**src/rtl/stage_f_if.sv**
```systemverilog
// Instruction-memory channel between the fetch stage and instruction memory.
// Request side is valid/ready; response side is valid-only, in order, and
// cannot be back-pressured.
interface stage_f_if;
    logic        imem_req_valid;
    logic        imem_req_ready;
    logic [31:0] imem_addr;
    logic        imem_rsp_valid;
    logic [31:0] imem_rdata;

    modport master (
        output imem_req_valid,
        output imem_addr,
        input  imem_req_ready,
        input  imem_rsp_valid,
        input  imem_rdata
    );

    modport slave (
        input  imem_req_valid,
        input  imem_addr,
        output imem_req_ready,
        output imem_rsp_valid,
        output imem_rdata
    );
endinterface

```
**src/rtl/stage_f.sv**
```systemverilog
// stage_f: fetch stage of the combined ARM/RISC-V pipeline.
// Issues sequential word fetches, buffers up to two returned instructions and
// presents the oldest to decode. Taken-branch redirects flush the buffer and
// discard every response still in flight for the old path.
// Optional feature: define COMBI_MODE_EN to track the ARM/RISC-V mode per
// entry; otherwise armF is tied to RESET_ARM and armTargetE is ignored.
module stage_f #(
    parameter logic [31:0] RESET_PC  = 32'h0000_0000,
    parameter logic        RESET_ARM = 1'b0
) (
    input  logic        clk,
    input  logic        rst_n,
    stage_f_if.master   imem,
    input  logic        PCSrcE,
    input  logic [31:0] PCTargetE,
    input  logic        armTargetE,
    input  logic        StallF,
    output logic        ValidF,
    output logic [31:0] RDD,
    output logic [31:0] PCF,
    output logic [31:0] PCPlus4F,
    output logic        armF
);
    localparam logic [31:0] RESET_PC_W = {RESET_PC[31:2], 2'b00};

    logic [31:0] fpc_q, fpc_d;
    logic [31:0] rpc_q, rpc_d;
    logic [1:0]  osc_q, osc_d;
    logic [1:0]  drop_q, drop_d;
    logic [1:0]  bc_q, bc_d;
    logic        wr_ptr_q, wr_ptr_d;
    logic        rd_ptr_q, rd_ptr_d;
    logic [31:0] buf_instr_q [2];
    logic [31:0] buf_instr_d [2];
    logic [31:0] buf_pc_q [2];
    logic [31:0] buf_pc_d [2];

    logic [2:0]  credit_used;
    logic        req_fire;
    logic        rsp_live;
    logic        rsp_keep;
    logic        pop;
    logic        unused_bits;

    // Requests are only issued while outstanding + buffered leaves room in the buffer.
    assign credit_used         = {1'b0, osc_q} + {1'b0, bc_q};
    assign imem.imem_req_valid = rst_n && (credit_used < 3'd2);
    assign imem.imem_addr      = fpc_q;

    assign req_fire = imem.imem_req_valid && imem.imem_req_ready;
    // A response with nothing outstanding is a protocol error and is ignored.
    assign rsp_live = imem.imem_rsp_valid && (osc_q != 2'd0);
    assign rsp_keep = rsp_live && (drop_q == 2'd0);
    assign ValidF   = (bc_q != 2'd0);
    assign pop      = ValidF && !StallF;

    // Head entry presentation; data outputs are zero when the buffer is empty.
    always_comb begin
        RDD      = '0;
        PCF      = '0;
        PCPlus4F = '0;
        if (ValidF) begin
            RDD      = buf_instr_q[rd_ptr_q];
            PCF      = buf_pc_q[rd_ptr_q];
            PCPlus4F = buf_pc_q[rd_ptr_q] + 32'd4;
        end
    end

    // Next-state: a redirect overrides consume, response and issue bookkeeping.
    always_comb begin
        fpc_d       = fpc_q;
        rpc_d       = rpc_q;
        drop_d      = drop_q;
        bc_d        = bc_q;
        wr_ptr_d    = wr_ptr_q;
        rd_ptr_d    = rd_ptr_q;
        buf_instr_d = buf_instr_q;
        buf_pc_d    = buf_pc_q;
        osc_d       = osc_q + {1'b0, req_fire} - {1'b0, rsp_live};
        if (PCSrcE) begin
            fpc_d    = {PCTargetE[31:2], 2'b00};
            rpc_d    = {PCTargetE[31:2], 2'b00};
            drop_d   = osc_d;
            bc_d     = 2'd0;
            wr_ptr_d = 1'b0;
            rd_ptr_d = 1'b0;
        end else begin
            if (req_fire) begin
                fpc_d = fpc_q + 32'd4;
            end
            if (rsp_live && (drop_q != 2'd0)) begin
                drop_d = drop_q - 2'd1;
            end
            if (rsp_keep) begin
                buf_instr_d[wr_ptr_q] = imem.imem_rdata;
                buf_pc_d[wr_ptr_q]    = rpc_q;
                wr_ptr_d              = ~wr_ptr_q;
                rpc_d                 = rpc_q + 32'd4;
            end
            if (pop) begin
                rd_ptr_d = ~rd_ptr_q;
            end
            bc_d = bc_q + {1'b0, rsp_keep} - {1'b0, pop};
        end
    end

    // Fetch state registers.
    always_ff @(posedge clk or negedge rst_n) begin
        if (!rst_n) begin
            fpc_q       <= RESET_PC_W;
            rpc_q       <= RESET_PC_W;
            osc_q       <= 2'd0;
            drop_q      <= 2'd0;
            bc_q        <= 2'd0;
            wr_ptr_q    <= 1'b0;
            rd_ptr_q    <= 1'b0;
            buf_instr_q <= '{default: '0};
            buf_pc_q    <= '{default: '0};
        end else begin
            fpc_q       <= fpc_d;
            rpc_q       <= rpc_d;
            osc_q       <= osc_d;
            drop_q      <= drop_d;
            bc_q        <= bc_d;
            wr_ptr_q    <= wr_ptr_d;
            rd_ptr_q    <= rd_ptr_d;
            buf_instr_q <= buf_instr_d;
            buf_pc_q    <= buf_pc_d;
        end
    end

`ifdef COMBI_MODE_EN
    logic fmode_q, fmode_d;
    logic buf_arm_q [2];
    logic buf_arm_d [2];

    // Mode follows the redirect; each kept response is tagged with the current mode.
    always_comb begin
        fmode_d   = fmode_q;
        buf_arm_d = buf_arm_q;
        if (PCSrcE) begin
            fmode_d = armTargetE;
        end else if (rsp_keep) begin
            buf_arm_d[wr_ptr_q] = fmode_q;
        end
    end

    // Mode state registers.
    always_ff @(posedge clk or negedge rst_n) begin
        if (!rst_n) begin
            fmode_q   <= RESET_ARM;
            buf_arm_q <= '{default: 1'b0};
        end else begin
            fmode_q   <= fmode_d;
            buf_arm_q <= buf_arm_d;
        end
    end

    assign armF        = ValidF ? buf_arm_q[rd_ptr_q] : fmode_q;
    assign unused_bits = ^PCTargetE[1:0];
`else
    assign armF        = RESET_ARM;
    assign unused_bits = ^{PCTargetE[1:0], armTargetE};
`endif

    // Memory must never return data for a request that was not made.
    assert property (@(posedge clk) disable iff (!rst_n)
        !(imem.imem_rsp_valid && (osc_q == 2'd0)));
endmodule

```
**src/flat_wrapper.sv**
```systemverilog
// flat-port wrapper written by rule: the top's interface ports become plain ports
module stage_f_flat 
#(
    parameter logic [31:0] RESET_PC  = 32'h0000_0000,
    parameter logic        RESET_ARM = 1'b0
)
  (clk, rst_n, PCSrcE, PCTargetE, armTargetE, StallF, ValidF, RDD, PCF, PCPlus4F, armF, imem_imem_req_valid, imem_imem_addr, imem_imem_req_ready, imem_imem_rsp_valid, imem_imem_rdata);
  stage_f_if imem_i ();
  input  logic clk;
  input  logic rst_n;
  input  logic PCSrcE;
  input  logic [31:0] PCTargetE;
  input  logic armTargetE;
  input  logic StallF;
  output logic ValidF;
  output logic [31:0] RDD;
  output logic [31:0] PCF;
  output logic [31:0] PCPlus4F;
  output logic armF;
  output wire logic [$bits(imem_i.imem_req_valid)-1:0] imem_imem_req_valid;
  output wire logic [$bits(imem_i.imem_addr)-1:0] imem_imem_addr;
  input wire logic [$bits(imem_i.imem_req_ready)-1:0] imem_imem_req_ready;
  input wire logic [$bits(imem_i.imem_rsp_valid)-1:0] imem_imem_rsp_valid;
  input wire logic [$bits(imem_i.imem_rdata)-1:0] imem_imem_rdata;
  assign imem_imem_req_valid = imem_i.imem_req_valid;
  assign imem_imem_addr = imem_i.imem_addr;
  assign imem_i.imem_req_ready = imem_imem_req_ready;
  assign imem_i.imem_rsp_valid = imem_imem_rsp_valid;
  assign imem_i.imem_rdata = imem_imem_rdata;
  stage_f #(.RESET_PC(RESET_PC), .RESET_ARM(RESET_ARM)) u_core (.clk(clk), .rst_n(rst_n), .imem(imem_i), .PCSrcE(PCSrcE), .PCTargetE(PCTargetE), .armTargetE(armTargetE), .StallF(StallF), .ValidF(ValidF), .RDD(RDD), .PCF(PCF), .PCPlus4F(PCPlus4F), .armF(armF));
endmodule
```
**config.mk**
```make
export PLATFORM = sky130hd
export DESIGN_NAME = stage_f_flat
export DESIGN_NICKNAME = d
export VERILOG_FILES = /design/src/rtl/stage_f_if.sv /design/src/rtl/stage_f.sv /design/src/flat_wrapper.sv
export SDC_FILE = /design/constraint.sdc
export NUM_CORES = 1
export LEC_CHECK = 0
export CAP_MARGIN = 20
export CORE_MARGIN = 2
export CORE_UTILIZATION = 45
export DETAILED_ROUTE_END_ITERATION = 12
export PLACE_DENSITY_LB_ADDON = 0.08
export SYNTH_ARGS = -nofsm -noshare
export SYNTH_HDL_FRONTEND = slang
export SYNTH_SLANG_ARGS = --single-unit
```
**constraint.sdc**
```tcl
create_clock -name clk -period 6.12 [get_ports clk]
set_input_delay 0.918 -clock clk [delete_from_list [all_inputs] [get_ports clk]]
set_output_delay 0.918 -clock clk [all_outputs]
set_load 0.1 [all_outputs]
```
==> results.json, run 1 <==
{
  "status": "complete, no violations",
  "post_cts_buffers": 0,
  "fin_area_um2": 13100,
  "grt_pass1_wl_um": 41000,
  "p_per_area_nw_per_um2": 586,
  "fin_crit_ns": 5.39,
  "critPathLaunchType": "register",
  "async_flop_share": 1.00,
  "io_buffers": 191,
  "nets": 1191,
  "vias_per_cell": 5.43,
  "ys_seq_elements": 192,
  "worst_slew_pin_slew_ns": 1.01,
  "switching_share": 0.533,
  "n_antenna_cell": 0,
  "num_vias": 7646,
  "gp_congestion": 0.788,
  "critPathArrivalTime_ns": 4.48,
  "path_class": "reg -> out",
  "syn-cell-area_um2": 10400,
  "cts_hold_buf": 0,
  "yosysWarnings": 0,
  "fmax_ghz": 0.185,
  "synth_seq_area_share": 0.464,
  "rows": 55,
  "worstPathMaxFanout": 43,
  "synth-main-ff-cell": "dfrtp_1",
  "grt_max_degree": 76,
  "initial_core_util": 0.458,
  "drc": 0,
  "cts.clk_slew.worst_paths_ns": 0.07,
  "wirelength_um": 25100,
  "core_area_um2": 22600,
  "die_w_um": 156,
  "slew_viol_final": 0,
  "critPathTopFamily": "buffers and inverters",
  "syn_inst": 938,
  "dp_hpwl_um": 17700,
  "comb_power_share": 0.584,
  "clkPwrFrac": 0.142,
  "wl_per_cell_um": 17.8,
  "switchingPower_w": 0.00407,
  "finalSetupTns_ns": 0,
  "worst-path-buf-inv": 2,
  "dieArea_um2": 24300,
  "p_leak_nw": 5.29,
  "grtUsageTotal": 0.214,
  "area_delta_synth_final_pct": 25.9,
  "timing.final.crit_share": 0.881,
  "ys_types": 57,
  "rsz0062_at_grt": "false",
  "worstPathRequired_ns": 5.20,
  "drtIter0Drc": 376,
  "setup.worst_path.end_class": "primary output",
  "synth_edf_count": 0,
  "setup_viol": 0,
  "intPower_w": 0.00357,
  "cts_tree": "built",
  "power_frac_seq": 0.274,
  "syn_area_per_cell_um2": 11.0,
  "ir_worst_vdd_v": 0.000390,
  "clkLatencyLatePin_ns": 0.42,
  "layout-drive-gt1-share": 0.210,
  "dr.pass1.iters": 5,
  "htree_levels": 4,
  "die_height_um": 156,
  "max_slew_margin": 0.326,
  "antenna_found_initial": 0,
  "cap_violations": 0,
  "io_pins": 202,
  "cts_resized": 0,
  "skew_ns": 0.00870,
  "cp_slowest_cell": "clkdlybuf4s50_1",
  "path_cells": "buf_4, nand4_1, a222oi_1, nand3_1, nor4_2, mux2_1, clkdlybuf4s50_1",
  "cts_sinks": 192,
  "grt_pass1_vias": 7550,
  "numCtsBuffers": 17,
  "cts.path.max_buffers": 2,
  "place_area_um2": 12500,
  "cts-root-buf": "clkbuf_16",
  "hold_viol": 0,
  "max_stage_delay_ns": 0.97,
  "hp-class": "in -> async",
  "grt_overflow": 0,
  "ant_nets": 0
}
[sequential cells by signal, indices dropped and copies added, names as in the netlist]
register	flops
u_core.rd_ptr_q	1
u_core.buf_instr_q	64
u_core.imem.imem_addr	30
u_core.rpc_q	30
u_core.bc_q	2
u_core.drop_q	2
u_core.wr_ptr_q	1
u_core.osc_q	2
u_core.buf_pc_q	60
[worst reg2reg max path, stage by stage, from the launching register on]
cell       delay (ns)
dfrtp_1          0.40
inv_1            0.08
nor2_1           0.15
fa_1             0.44
nand4bb_1        0.39
nor4_2           0.93
nand3_1          0.22
xnor2_1          0.19
mux2_2           0.26
[power by group through the flow]
stage                     clock (W)  combinational, W  sequential (W)
after CTS                   0.00112           0.00450         0.00209
final                       0.00109           0.00446         0.00209
after detailed placement          0           0.00449         0.00211
after global routing        0.00117           0.00471         0.00216
after global placement            0           0.00445         0.00210
after floorplan                   0           0.00343         0.00213
[cell usage after synthesis (8+ instances only)]
cell type    n  area [µm²]
mux2_2     164        1850
clkbuf_1    21        78.8
and2_1       8        50.1
dfrtp_1    192        4800
nand4_1     22         138
o21ai_0     16        80.1
xnor2_1     49         429
nor2_1      97         364
nand2_1     49         184
and3_1      14        87.6
a21oi_1     18        90.1
mux2i_1     57         571
inv_1       21        78.8
ha_1         8         100
xor2_1      26         228
nor3_1      11        55.1
buf_2       24         120
nand3_1     37         185
[per-layer routing]
layer / GRT usage / vias up / share of wire
li1: - / 3650 / -
met1: 0.336 / 3779 / 0.52
met2: 0.312 / 208 / 0.43
met3: 0.0356 / 9 / 0.044
met4: 0.0380 / 0 / 0.0064
met5: 0 / - / 0
[layout by cell type, fill, tap and decap left out, types with 3 or more instances in the layout]
| cell type | instances |
|---|---|
| a21boi_1 | 5 |
| nand4_1 | 22 |
| clkbuf_16 | 17 |
| conb_1 | 7 |
| and3_1 | 13 |
| nand3b_1 | 7 |
| ha_1 | 8 |
| nor4_1 | 5 |
| o31ai_1 | 7 |
| nor3_1 | 10 |
| inv_8 | 3 |
| nor4_2 | 7 |
| xor2_1 | 26 |
| mux2i_1 | 57 |
| a21boi_0 | 6 |
| a21oi_1 | 18 |
| nor3b_1 | 4 |
| xnor2_1 | 49 |
| o21ai_0 | 16 |
| nor2_1 | 96 |
| nand2_1 | 49 |
| nor2b_1 | 4 |
| nand3_1 | 37 |
| nand4b_1 | 3 |
| and4_1 | 4 |
| clkdlybuf4s50_1 | 183 |
| and2_1 | 8 |
| clkinv_4 | 6 |
| inv_1 | 20 |
| mux2_2 | 164 |
| dfrtp_1 | 191 |
| nand2b_1 | 6 |
| mux2_1 | 3 |
| a22oi_1 | 4 |
| buf_4 | 20 |
[final cells by class]
cell class	count	area, µm²
clock buffers	18	429
flip-flops and latches	192	4810
well taps	285	357
clock inverters	14	149
multi-input cells	674	5230
inverters	22	82.6
fillers	2011	9590
repair buffers	204	2000
[through the flow]
| step | total power, W | cells | worst slack, ns | hold WS, ns | utilization |
|---|---|---|---|---|---|
| finish | 0.00764 | 1409 | 0.726 | 0.448 | 0.577 |
| floorplan | 0.00556 | 944 | 0.595 | 0.473 | - |
| global placement | 0.00655 | 1377 | 1.21 | 0.488 | 0.551 |
| detailed placement | 0.00660 | 1377 | 1.20 | 0.493 | 0.551 |
| CTS | 0.00770 | 1409 | 0.722 | 0.464 | 0.577 |
| global route | 0.00804 | 1409 | 0.540 | 0.480 | 0.577 |
[final timing paths]
check,cells past startpoint,to,startpoint,slack (ns)
min in group clk,1,u_core.buf_instr_q[63],u_core.buf_instr_q[63],0.50
hold / removal,1,u_core.imem.imem_addr[12],rst_n,0.45
setup reg to reg,8,u_core.imem.imem_addr[31],u_core.bc_q[0],2.95
max in group asynchronous,3,u_core.rpc_q[28],rst_n,3.54
setup / recovery,7,PCPlus4F[30],u_core.rd_ptr_q,0.73
hold reg to reg,1,u_core.buf_instr_q[63],u_core.buf_instr_q[63],0.50
[kinds of logic (layout without fill, tap and decap cells)]
| group | Yosys count | in the layout | synth area share |
|---|---|---|---|
| XOR/XNOR | 75 | 75 | 0.0634 |
| adder cells (fa/ha/maj) | 9 | 9 | 0.0116 |
| buffers and inverters | 78 | 258 | 0.0351 |
| other | 1 | 7 | 0.000362 |
| AO/OA/AOI/OAI | 73 | 73 | 0.0474 |
| AND/OR/NAND/NOR | 286 | 286 | 0.142 |
| flip-flops | 192 | 192 | 0.464 |
| multiplexers | 224 | 224 | 0.237 |
(Power assumes the default switching activity.)
==> run 2: changes to the inputs <==
- CAP_MARGIN: 20 -> 10
- CTS_BUF_LIST: unset -> sky130_fd_sc_hd__clkbuf_8
==> results.json, run 2 (same netlist as run 1, synthesis figures left out) <==
{
  "ant_nets": 0,
  "final_common_cell": "dfrtp_1",
  "wl_per_cell_um": 17.8,
  "initial_core_util": 0.458,
  "grt_pass1_wl_um": 41000,
  "reg.largest.list": "u_core.buf_instr_q x64, u_core.buf_pc_q x60",
  "path_cells": "buf_4, nand4_1, a222oi_1, nand3_1, nor4_2, mux2_1, clkdlybuf4s50_1",
  "timing.final.crit_share": 0.885,
  "ir_worst_vdd_v": 0.000384,
  "whs_ns": 0.422,
  "fill_cells": 2034,
  "p_total_w": 0.00736,
  "io_pins": 202,
  "cts_tree": "built",
  "setup_viol": 0,
  "grt_max_degree": 76,
  "skew_ns": 0.0111,
  "post_cts_buffers": 0,
  "slew_viol_final": 0,
  "layout-drive-gt1-share": 0.210,
  "rsz0062_at_grt": "false",
  "worst-path-buf-inv": 2,
  "rows": 55,
  "num_vias": 7636,
  "comb_power_share": 0.606,
  "fin_crit_ns": 5.42,
  "area_delta_synth_final_pct": 24.1,
  "cts.clk_slew.worst_paths_ns": 0.10,
  "worst_slew_pin_slew_ns": 1.01,
  "place_ws_ns": 1.20,
  "path_class": "reg -> out",
  "cts-root-buf": "clkbuf_8",
  "switching_share": 0.548,
  "cts_resized": 0,
  "hp-class": "in -> async",
  "critPathLaunchType": "register",
  "hold_viol": 0,
  "reg2reg_slack_ns": 2.90,
  "cts_sinks": 192,
  "dr.pass1.iters": 5,
  "multi_input_area_um2": 5230,
  "top_register": "u_core.buf_instr_q",
  "dieArea_um2": 24300,
  "drc": 0,
  "fmax_ghz": 0.185,
  "intPower_w": 0.00333,
  "wirelength_um": 25100,
  "max_slew_margin": 0.323,
  "vias_per_cell": 5.42,
  "worstPathRequired_ns": 5.20,
  "finalSetupTns_ns": 0,
  "cap_violations": 0,
  "p_per_area_nw_per_um2": 573,
  "worstPathMaxFanout": 43,
  "clkLatencyLatePin_ns": 0.45,
  "critPathTopFamily": "buffers and inverters",
  "cts_hold_buf": 0,
  "critPathArrivalTime_ns": 4.50,
  "drtIter0Drc": 347,
  "cp_slowest_cell": "clkdlybuf4s50_1",
  "die_w_um": 156,
  "status": "complete, no violations",
  "nets": 1191,
  "clkPwrFrac": 0.110,
  "io_buffers": 191,
  "antenna_found_initial": 0,
  "grtUsageTotal": 0.213,
  "cts.path.max_buffers": 2,
  "switchingPower_w": 0.00403,
  "grt_pass1_vias": 7563,
  "numCtsBuffers": 17,
  "p_leak_nw": 5.20,
  "finalWorstSetupSlack_ns": 0.702,
  "grt_overflow": 0,
  "core_area_um2": 22600,
  "die_height_um": 156,
  "regArea_um2": 4810,
  "power_frac_seq": 0.284,
  "max_stage_delay_ns": 0.97,
  "setup.worst_path.end_class": "primary output",
  "most-common-layout-cells": "191 x dfrtp_1, 183 x clkdlybuf4s50_1, 164 x mux2_2, 96 x nor2_1, 57 x mux2i_1",
  "gp_congestion": 0.788,
  "n_antenna_cell": 0,
  "largest_reg_flops": 64,
  "htree_levels": 4,
  "dp_hpwl_um": 17700
}
## run 2: cell types whose count changed in the layout (fill, tap and decap cells not counted), sizes merged
cell	delta
clkbuf	-1
inv	+1
## run 2: final cells by class
cell class / instances / share of cell area
multi-input cells: 674 / 0.407
well taps: 285 / 0.0277
flip-flops and latches: 192 / 0.374
inverters: 22 / 0.00642
repair buffers: 204 / 0.155
clock inverters: 15 / 0.0119
clock buffers: 17 / 0.0182
## run 2: final timing paths
kind | startpoint | end | depth (start not counted)
hold reg to reg | u_core.buf_instr_q[28] | u_core.buf_instr_q[28] | 1
setup / recovery | u_core.rd_ptr_q | PCPlus4F[30] | 7
min in group clk | u_core.buf_instr_q[28] | u_core.buf_instr_q[28] | 1
setup reg to reg | u_core.bc_q[0] | u_core.imem.imem_addr[31] | 8
hold / removal | rst_n | u_core.imem.imem_addr[12] | 1
max in group asynchronous | rst_n | u_core.rpc_q[28] | 3
## run 2: layer usage
metal / global-route usage / vias to the layer above / routed length (µm)
met5: 0 / - / 0
met4: 0.0367 / 0 / 133
met3: 0.0356 / 8 / 1160
met2: 0.315 / 210 / 10800
met1: 0.334 / 3774 / 13000
li1: - / 3644 / -
## run 2: power groups by stage
stage                     Combinational [W]  Sequential, W  Clock, W
after floorplan                     0.00343        0.00213         0
after global placement              0.00445        0.00210         0
after detailed placement            0.00449        0.00211         0
after CTS                           0.00450        0.00209  0.000840
after global routing                0.00471        0.00216  0.000892
final                               0.00446        0.00209  0.000810
## run 2: through the flow
step           instance area (µm²)  utilization  instances
6_report                     12900        0.568       1409
2_1_floorplan                10400            -        944
5_1_grt                      12900        0.568       1409
3_5_place_dp                 12500        0.551       1377
4_1_cts                      12900        0.568       1409
3_3_place_gp                 12500        0.551       1377
==> run 3: changes to the inputs <==
- CAP_MARGIN: 10 -> 20
- SETUP_SLACK_MARGIN: unset -> 0.05
- SKIP_LAST_GASP: unset -> 1
==> results of run 3 <==
Final layout, timing and power as in run 2 (identical DEF).
